[config.mk]
export PLATFORM = sky130hd
export DESIGN_NAME = bl_axil_slave_regs
export DESIGN_NICKNAME = d
export VERILOG_FILES = /design/src/rtl/bl_axil_slave_regs.sv
export SDC_FILE = /design/constraint.sdc
export NUM_CORES = 1
export LEC_CHECK = 0
export CAP_MARGIN = 20
export CORE_UTILIZATION = 49
export DETAILED_ROUTE_END_ITERATION = 10
export HOLD_SLACK_MARGIN = 0.15
export PLACE_DENSITY = 0.85
export REMOVE_ABC_BUFFERS = 1
export SKIP_LAST_GASP = 1
export SLEW_MARGIN = 15
export SYNTH_ARGS = -nofsm -noshare
export SYNTH_HDL_FRONTEND = slang
export SYNTH_SLANG_ARGS = --single-unit
[constraint.sdc]
create_clock -name clk -period 6.9 [get_ports clk]
set_input_delay 1.035 -clock clk [delete_from_list [all_inputs] [get_ports clk]]
set_output_delay 1.035 -clock clk [all_outputs]
set_load 0.01 [all_outputs]
[src/rtl/bl_axil_slave_regs.sv]
// AXI4-Lite register bank exposing the Bendlab sample word, its sample count and a level IRQ.
// The register bank captures a new sample whenever the live word differs from the last snapshot.
module bl_axil_slave_regs #(
  parameter int unsigned ADDR_W   = 9,
  parameter logic [31:0] ID_VALUE = 32'h424C_0001
) (
  input  logic              clk,
  input  logic              rst,
  input  logic [ADDR_W-1:0] s_axi_awaddr,
  input  logic              s_axi_awvalid,
  output logic              s_axi_awready,
  input  logic [31:0]       s_axi_wdata,
  input  logic [3:0]        s_axi_wstrb,
  input  logic              s_axi_wvalid,
  output logic              s_axi_wready,
  output logic [1:0]        s_axi_bresp,
  output logic              s_axi_bvalid,
  input  logic              s_axi_bready,
  input  logic [ADDR_W-1:0] s_axi_araddr,
  input  logic              s_axi_arvalid,
  output logic              s_axi_arready,
  output logic [31:0]       s_axi_rdata,
  output logic [1:0]        s_axi_rresp,
  output logic              s_axi_rvalid,
  input  logic              s_axi_rready,
  input  logic [31:0]       bl_data_i,
  output logic              irq_o
);

  localparam int unsigned IW = ADDR_W - 2;
  localparam logic [IW-1:0] REG_ID      = IW'(0);
  localparam logic [IW-1:0] REG_CTRL    = IW'(1);
  localparam logic [IW-1:0] REG_STATUS  = IW'(2);
  localparam logic [IW-1:0] REG_DATA    = IW'(3);
  localparam logic [IW-1:0] REG_CNT     = IW'(4);
  localparam logic [IW-1:0] REG_SCRATCH = IW'(5);
  localparam logic [1:0]    RESP_OKAY   = 2'b00;
  localparam logic [1:0]    RESP_SLVERR = 2'b10;

  // Write channel holding registers
  logic              aw_held_q;
  logic [ADDR_W-1:0] aw_addr_q;
  logic              w_held_q;
  logic [31:0]       w_data_q;
  logic [3:0]        w_strb_q;
  logic              bvalid_q;
  logic [1:0]        bresp_q;

  // Read channel registers
  logic              rvalid_q;
  logic [31:0]       rdata_q;
  logic [1:0]        rresp_q;

  // Register bank
  logic [1:0]        ctrl_q;
  logic [1:0]        status_q;
  logic [1:0]        status_d;
  logic [31:0]       data_q;
  logic [31:0]       cnt_q;
  logic [31:0]       scratch_q;
  logic [31:0]       scratch_d;
  logic [31:0]       d1_q;

  logic              aw_hs;
  logic              w_hs;
  logic              ar_hs;
  logic              commit;
  logic [ADDR_W-1:0] wr_addr;
  logic [IW-1:0]     wr_idx;
  logic [31:0]       wr_data;
  logic [3:0]        wr_strb;
  logic              wr_mapped;
  logic              ctrl_we;
  logic              scratch_we;
  logic [1:0]        status_w1c;
  logic              sample_ev;
  logic [IW-1:0]     rd_idx;
  logic [31:0]       rd_data_c;
  logic              rd_err_c;

  // Readies are forced low while reset is held so nothing is accepted during reset.
  assign s_axi_awready = ~rst & ~aw_held_q & ~bvalid_q;
  assign s_axi_wready  = ~rst & ~w_held_q & ~bvalid_q;
  assign s_axi_arready = ~rst & ~rvalid_q;
  assign s_axi_bvalid  = bvalid_q;
  assign s_axi_bresp   = bresp_q;
  assign s_axi_rvalid  = rvalid_q;
  assign s_axi_rdata   = rdata_q;
  assign s_axi_rresp   = rresp_q;
  assign irq_o         = ctrl_q[1] & status_q[0];

  assign aw_hs = s_axi_awvalid & s_axi_awready;
  assign w_hs  = s_axi_wvalid & s_axi_wready;
  assign ar_hs = s_axi_arvalid & s_axi_arready;

  // A write commits as soon as both halves are available, held or arriving this cycle.
  assign commit  = (aw_held_q | aw_hs) & (w_held_q | w_hs);
  assign wr_addr = aw_held_q ? aw_addr_q : s_axi_awaddr;
  assign wr_data = w_held_q ? w_data_q : s_axi_wdata;
  assign wr_strb = w_held_q ? w_strb_q : s_axi_wstrb;
  assign wr_idx  = wr_addr[ADDR_W-1:2];

  assign wr_mapped  = (wr_idx <= REG_SCRATCH);
  assign ctrl_we    = commit & (wr_idx == REG_CTRL) & wr_strb[0];
  assign scratch_we = commit & (wr_idx == REG_SCRATCH);
  assign status_w1c = (commit && (wr_idx == REG_STATUS) && wr_strb[0]) ? wr_data[1:0] : 2'b00;

  // Event uses the registered capture_en, so a same-cycle CTRL write does not affect it.
  assign sample_ev = ctrl_q[0] & (d1_q != data_q);

  always_comb begin
    status_d    = status_q & ~status_w1c;
    status_d[0] = status_d[0] | sample_ev;
    status_d[1] = status_d[1] | (sample_ev & status_q[0]);
  end

  always_comb begin
    scratch_d = scratch_q;
    if (scratch_we) begin
      for (int b = 0; b < 4; b++) begin
        if (wr_strb[b]) begin
          scratch_d[8*b +: 8] = wr_data[8*b +: 8];
        end
      end
    end
  end

  assign rd_idx = s_axi_araddr[ADDR_W-1:2];

  always_comb begin
    rd_data_c = '0;
    rd_err_c  = 1'b0;
    case (rd_idx)
      REG_ID:      rd_data_c = ID_VALUE;
      REG_CTRL:    rd_data_c = {30'd0, ctrl_q};
      REG_STATUS:  rd_data_c = {30'd0, status_q};
      REG_DATA:    rd_data_c = data_q;
      REG_CNT:     rd_data_c = cnt_q;
      REG_SCRATCH: rd_data_c = scratch_q;
      default:     rd_err_c  = 1'b1;
    endcase
  end

  always_ff @(posedge clk or posedge rst) begin
    if (rst) begin
      aw_held_q <= 1'b0;
      aw_addr_q <= '0;
      w_held_q  <= 1'b0;
      w_data_q  <= '0;
      w_strb_q  <= '0;
      bvalid_q  <= 1'b0;
      bresp_q   <= RESP_OKAY;
    end else begin
      if (commit) begin
        aw_held_q <= 1'b0;
        w_held_q  <= 1'b0;
        bvalid_q  <= 1'b1;
        bresp_q   <= wr_mapped ? RESP_OKAY : RESP_SLVERR;
      end else begin
        if (aw_hs) begin
          aw_held_q <= 1'b1;
          aw_addr_q <= s_axi_awaddr;
        end
        if (w_hs) begin
          w_held_q <= 1'b1;
          w_data_q <= s_axi_wdata;
          w_strb_q <= s_axi_wstrb;
        end
        if (bvalid_q && s_axi_bready) begin
          bvalid_q <= 1'b0;
        end
      end
    end
  end

  always_ff @(posedge clk or posedge rst) begin
    if (rst) begin
      rvalid_q <= 1'b0;
      rdata_q  <= '0;
      rresp_q  <= RESP_OKAY;
    end else if (ar_hs) begin
      rvalid_q <= 1'b1;
      rdata_q  <= rd_data_c;
      rresp_q  <= rd_err_c ? RESP_SLVERR : RESP_OKAY;
    end else if (rvalid_q && s_axi_rready) begin
      rvalid_q <= 1'b0;
    end
  end

  always_ff @(posedge clk or posedge rst) begin
    if (rst) begin
      ctrl_q    <= '0;
      status_q  <= '0;
      data_q    <= '0;
      cnt_q     <= '0;
      scratch_q <= '0;
      d1_q      <= '0;
    end else begin
      d1_q      <= bl_data_i;
      status_q  <= status_d;
      scratch_q <= scratch_d;
      if (ctrl_we) begin
        ctrl_q <= wr_data[1:0];
      end
      if (sample_ev) begin
        data_q <= d1_q;
        cnt_q  <= cnt_q + 32'd1;
      end
    end
  end

endmodule
==> impl_metrics.csv <==
group,metric,value,unit
status,outcome,"finished with violations",
status,violations,"design-rule violations",
layout,seq_area,5330,µm²
clock_tree,cts_tree,"yes",
pwr,p_per_area,317,nW/µm²
detailed_routing,remaining_drc_errors,9,
critical_path,worstSetupStartpointType,"primary input",
yosys,synth.avg_cell_area,12.0,µm²
floorplan,rows,49,
sta,setup_viol,0,
clock_tree,clock-sinks,213,
floorplan,io_pins,135,
yosys,ys_warn_count,0,
yosys,synth_common_cells,"213 x dfrtp_1, 88 x mux2_2, 60 x nand2_1",
yosys,ys_async_sr_fraction,100,%
global_routing,antenna_found_initial,0,
yosys,ys_seq_area_share,57.8,%
global_routing,grt_pass1_wl,34800,µm
pwr,leakage,5.08,nW
hold_path,hold_end,"s_axi_bresp[1]$_DFFE_PP0P_",
placed_design,dpl.hpwl,14000,µm
yosys,synthCells,772,
layout,drive_gt1_share,16.4,%
critical_path,worstPathMaxFanout,7,
sta,rsz0062_at_grt,"false",
layout,multiInputGateArea,3680,µm²
yosys,synthTopCellsByArea,"dfrtp_1 58%, mux2_2 11%, xor2_1 5.5%, mux2i_1 3.4%, a222oi_1 2.7%",
pwr,ir_drop,0.000237,V
critical_path,cp-end-kind,"output port",
detailed_routing,drt-pass1-iter-count,10,
hold_path,hold_depth,1,
job,drv_cap,0,
sta,slew_violations,0,
yosys,yosysTopAreaCell,"dfrtp_1",
detailed_routing,drt_iter0_markers,476,
layout,fin_util,63.1,%
layout,diodes,0,
yosys,synthesis.area,9230,µm²
global_routing,grt_max_degree,83,
clock_tree,cts-root-buf,"clkbuf_16",
yosys,yosys.cell_types.count,52,
floorplan,die-area,19400,µm²
critical_path,crit_type,"primary input to output port",
clock_tree,clk_path_buf_depth,3,
layout,area_growth,24.5,%
detailed_routing,routed_via_density,5.73,
placed_design,gp_congestion,0.896,
clock_tree,ctsHoldBuffers,0,
global_routing,grt_pass1_vias,6662,
sta,tns,0,ps
layout,nFillCells,1385,
floorplan,core,18200,µm²
global_routing,overflow,0,
floorplan,die-width,139,µm
critical_path,regToRegEndpoint,"cnt_q[20]$_DFFE_PP0P_",
clock_tree,cts_setup_buffers,0,
global_routing,grtUsageTotal,22.6,%
detailed_routing,vias,6504,
floorplan,initial_utilization,50.7,%
hold_path,hp-class,"flip-flop to flip-flop",
clock_tree,htree_num_levels,1,
clock_tree,cts_made_buffers,22,
clock_tree,clock_latency,500,ps
yosys,ys_ff_latch,213,
yosys,synth_ff_type,"dfrtp_1",
detailed_routing,drt-total-wl,21000,µm
critical_path,reg2reg_depth,7,
placed_design,io_buffers,128,
clock_tree,cts.repair.resized,0,
critical_path,arrival,2500,ps
yosys,synth.most_common_cell,"dfrtp_1",
sta,min_period,3530,ps
floorplan,die_y,139,µm
sta,finalCritPeriodShare,51.2,%
placed_design,dpl_worst_slack,3110,ps
layout,num-nets-final,985,
sta,tightest_slew,810,ps
yosys,synth_top_cell_area_share,57.8,%
sta,finalWorstSetupSlack,3370,ps
critical_path,r2r_start,"data_q[26]$_DFFE_PP0P_",
sta,hold_viol_final,0,
sta,clock_skew,13.5,ps
clock_tree,clk_pin_slew_worst_paths,50,ps
sta,max_freq,283,MHz
critical_path,r2r_setup_slack,4110,ps
detailed_routing,ant_nets,0,
detailed_routing,avgRoutedWirePerCell,18.5,µm
sta,relSlewSlack,46.0,%
hold_path,hold_path_startpoint,"s_axi_bresp[1]$_DFFE_PP0P_",
yosys,synth_edf_count,0,
critical_path,worstPathRequired,5860,ps
-- sequential cells by signal, summed over array words and instances, names as in the netlist, 4 cells and up --
name	flops
aw_addr_q	7
cnt_q	32
w_data_q	32
s_axi_rdata	32
d1_q	32
data_q	32
w_strb_q	4
scratch_q	32
-- power by group --
| group | internal (mW) | switching [mW] | total, mW |
|---|---|---|---|
| clock | 0.746 | 0.474 | 1.22 |
| combinational | 0.400 | 0.292 | 0.691 |
| sequential | 1.53 | 0.205 | 1.74 |
-- final cells by class --
type | instances | share of cell area, %
timing repair buffer | 139 | 12.0
sequential | 213 | 46.4
tap | 229 | 2.49
multi-input combinational | 504 | 32.0
clock inverter | 8 | 0.817
inverter | 11 | 0.425
clock buffer | 31 | 5.79
-- worst max path at each step --
stage	endpoint	startpoint	cells after the start	slack, ps
after floorplan	aw_addr_q[2]$_DFFE_PP0P_	rst	1	40
after global placement	s_axi_rdata[27]$_DFFE_PP0P_	s_axi_araddr[7]	7	3210
after detailed placement	s_axi_rdata[21]$_DFFE_PP0P_	s_axi_araddr[7]	7	3110
after CTS	s_axi_awready	rst	3	3360
after global routing	s_axi_awready	rst	3	3290
final	s_axi_awready	rst	3	3370
-- layer usage --
metal / wire length, µm / vias up / track usage [%]
met5: 0 / - / 0
met4: 493 / 0 / 6.55
met3: 1400 / 41 / 4.61
met2: 9980 / 203 / 36.6
met1: 9110 / 3258 / 30.7
li1: - / 3002 / -
-- kinds of logic (layout without fill, tap and decap cells) --
kind of cell | count (synthesis) | count (layout) | synth area share (%)
muxes | 119 | 119 | 14.1
adders and majority gates | 1 | 1 | 0.136
other | 1 | 2 | 0.0406
and+or+nand+nor | 202 | 202 | 11.1
AOI/OAI and AO/OA | 117 | 117 | 8.28
buffers and inverters | 56 | 189 | 2.54
DFF | 213 | 213 | 57.8
xor gates and xnor gates | 63 | 63 | 6.06
-- cells in the final DEF, fill, tap and decap left out, types with 3 or more instances in the layout --
| cell | netlist | routed |
|---|---|---|
| mux2i_1 | 31 | 31 |
| mux2_2 | 88 | 88 |
| nand4_1 | 6 | 6 |
| nor2_1 | 51 | 51 |
| clkbuf_16 | 0 | 23 |
| nor3b_1 | 4 | 4 |
| clkdlybuf4s50_1 | 0 | 128 |
| o21ai_0 | 15 | 15 |
| and3_1 | 6 | 6 |
| buf_4 | 2 | 10 |
| nand3_1 | 12 | 12 |
| inv_1 | 11 | 10 |
| and2_1 | 4 | 4 |
| dfrtp_1 | 213 | 212 |
| a21oi_1 | 38 | 38 |
| a222oi_1 | 25 | 25 |
| nor3_1 | 13 | 13 |
| xor2_1 | 58 | 58 |
| nand2_1 | 60 | 60 |
| o21ai_1 | 23 | 22 |
| nor4_1 | 23 | 23 |
| nand3b_1 | 3 | 3 |
| xnor2_1 | 4 | 4 |
| a221oi_1 | 6 | 6 |
| clkbuf_8 | 0 | 6 |
| clkinv_2 | 0 | 5 |
-- per-stage QoR --
| stage | power, mW | hold WS, ps | instances | area [µm²] |
|---|---|---|---|---|
| 2_1_floorplan | 2.21 | 452 | 728 | 9040 |
| 3_3_place_gp | 2.40 | 462 | 1095 | 10700 |
| 3_5_place_dp | 2.45 | 470 | 1095 | 10700 |
| 4_1_cts | 3.67 | 482 | 1134 | 11500 |
| 5_1_grt | 3.83 | 510 | 1135 | 11500 |
| 6_report | 3.65 | 476 | 1135 | 11500 |
-- critical path, stage by stage --
cell	delay [ps]
clkdlybuf4s50_1	600
nor3_1	280
clkdlybuf4s50_1	580
(Power assumes the default switching activity.)
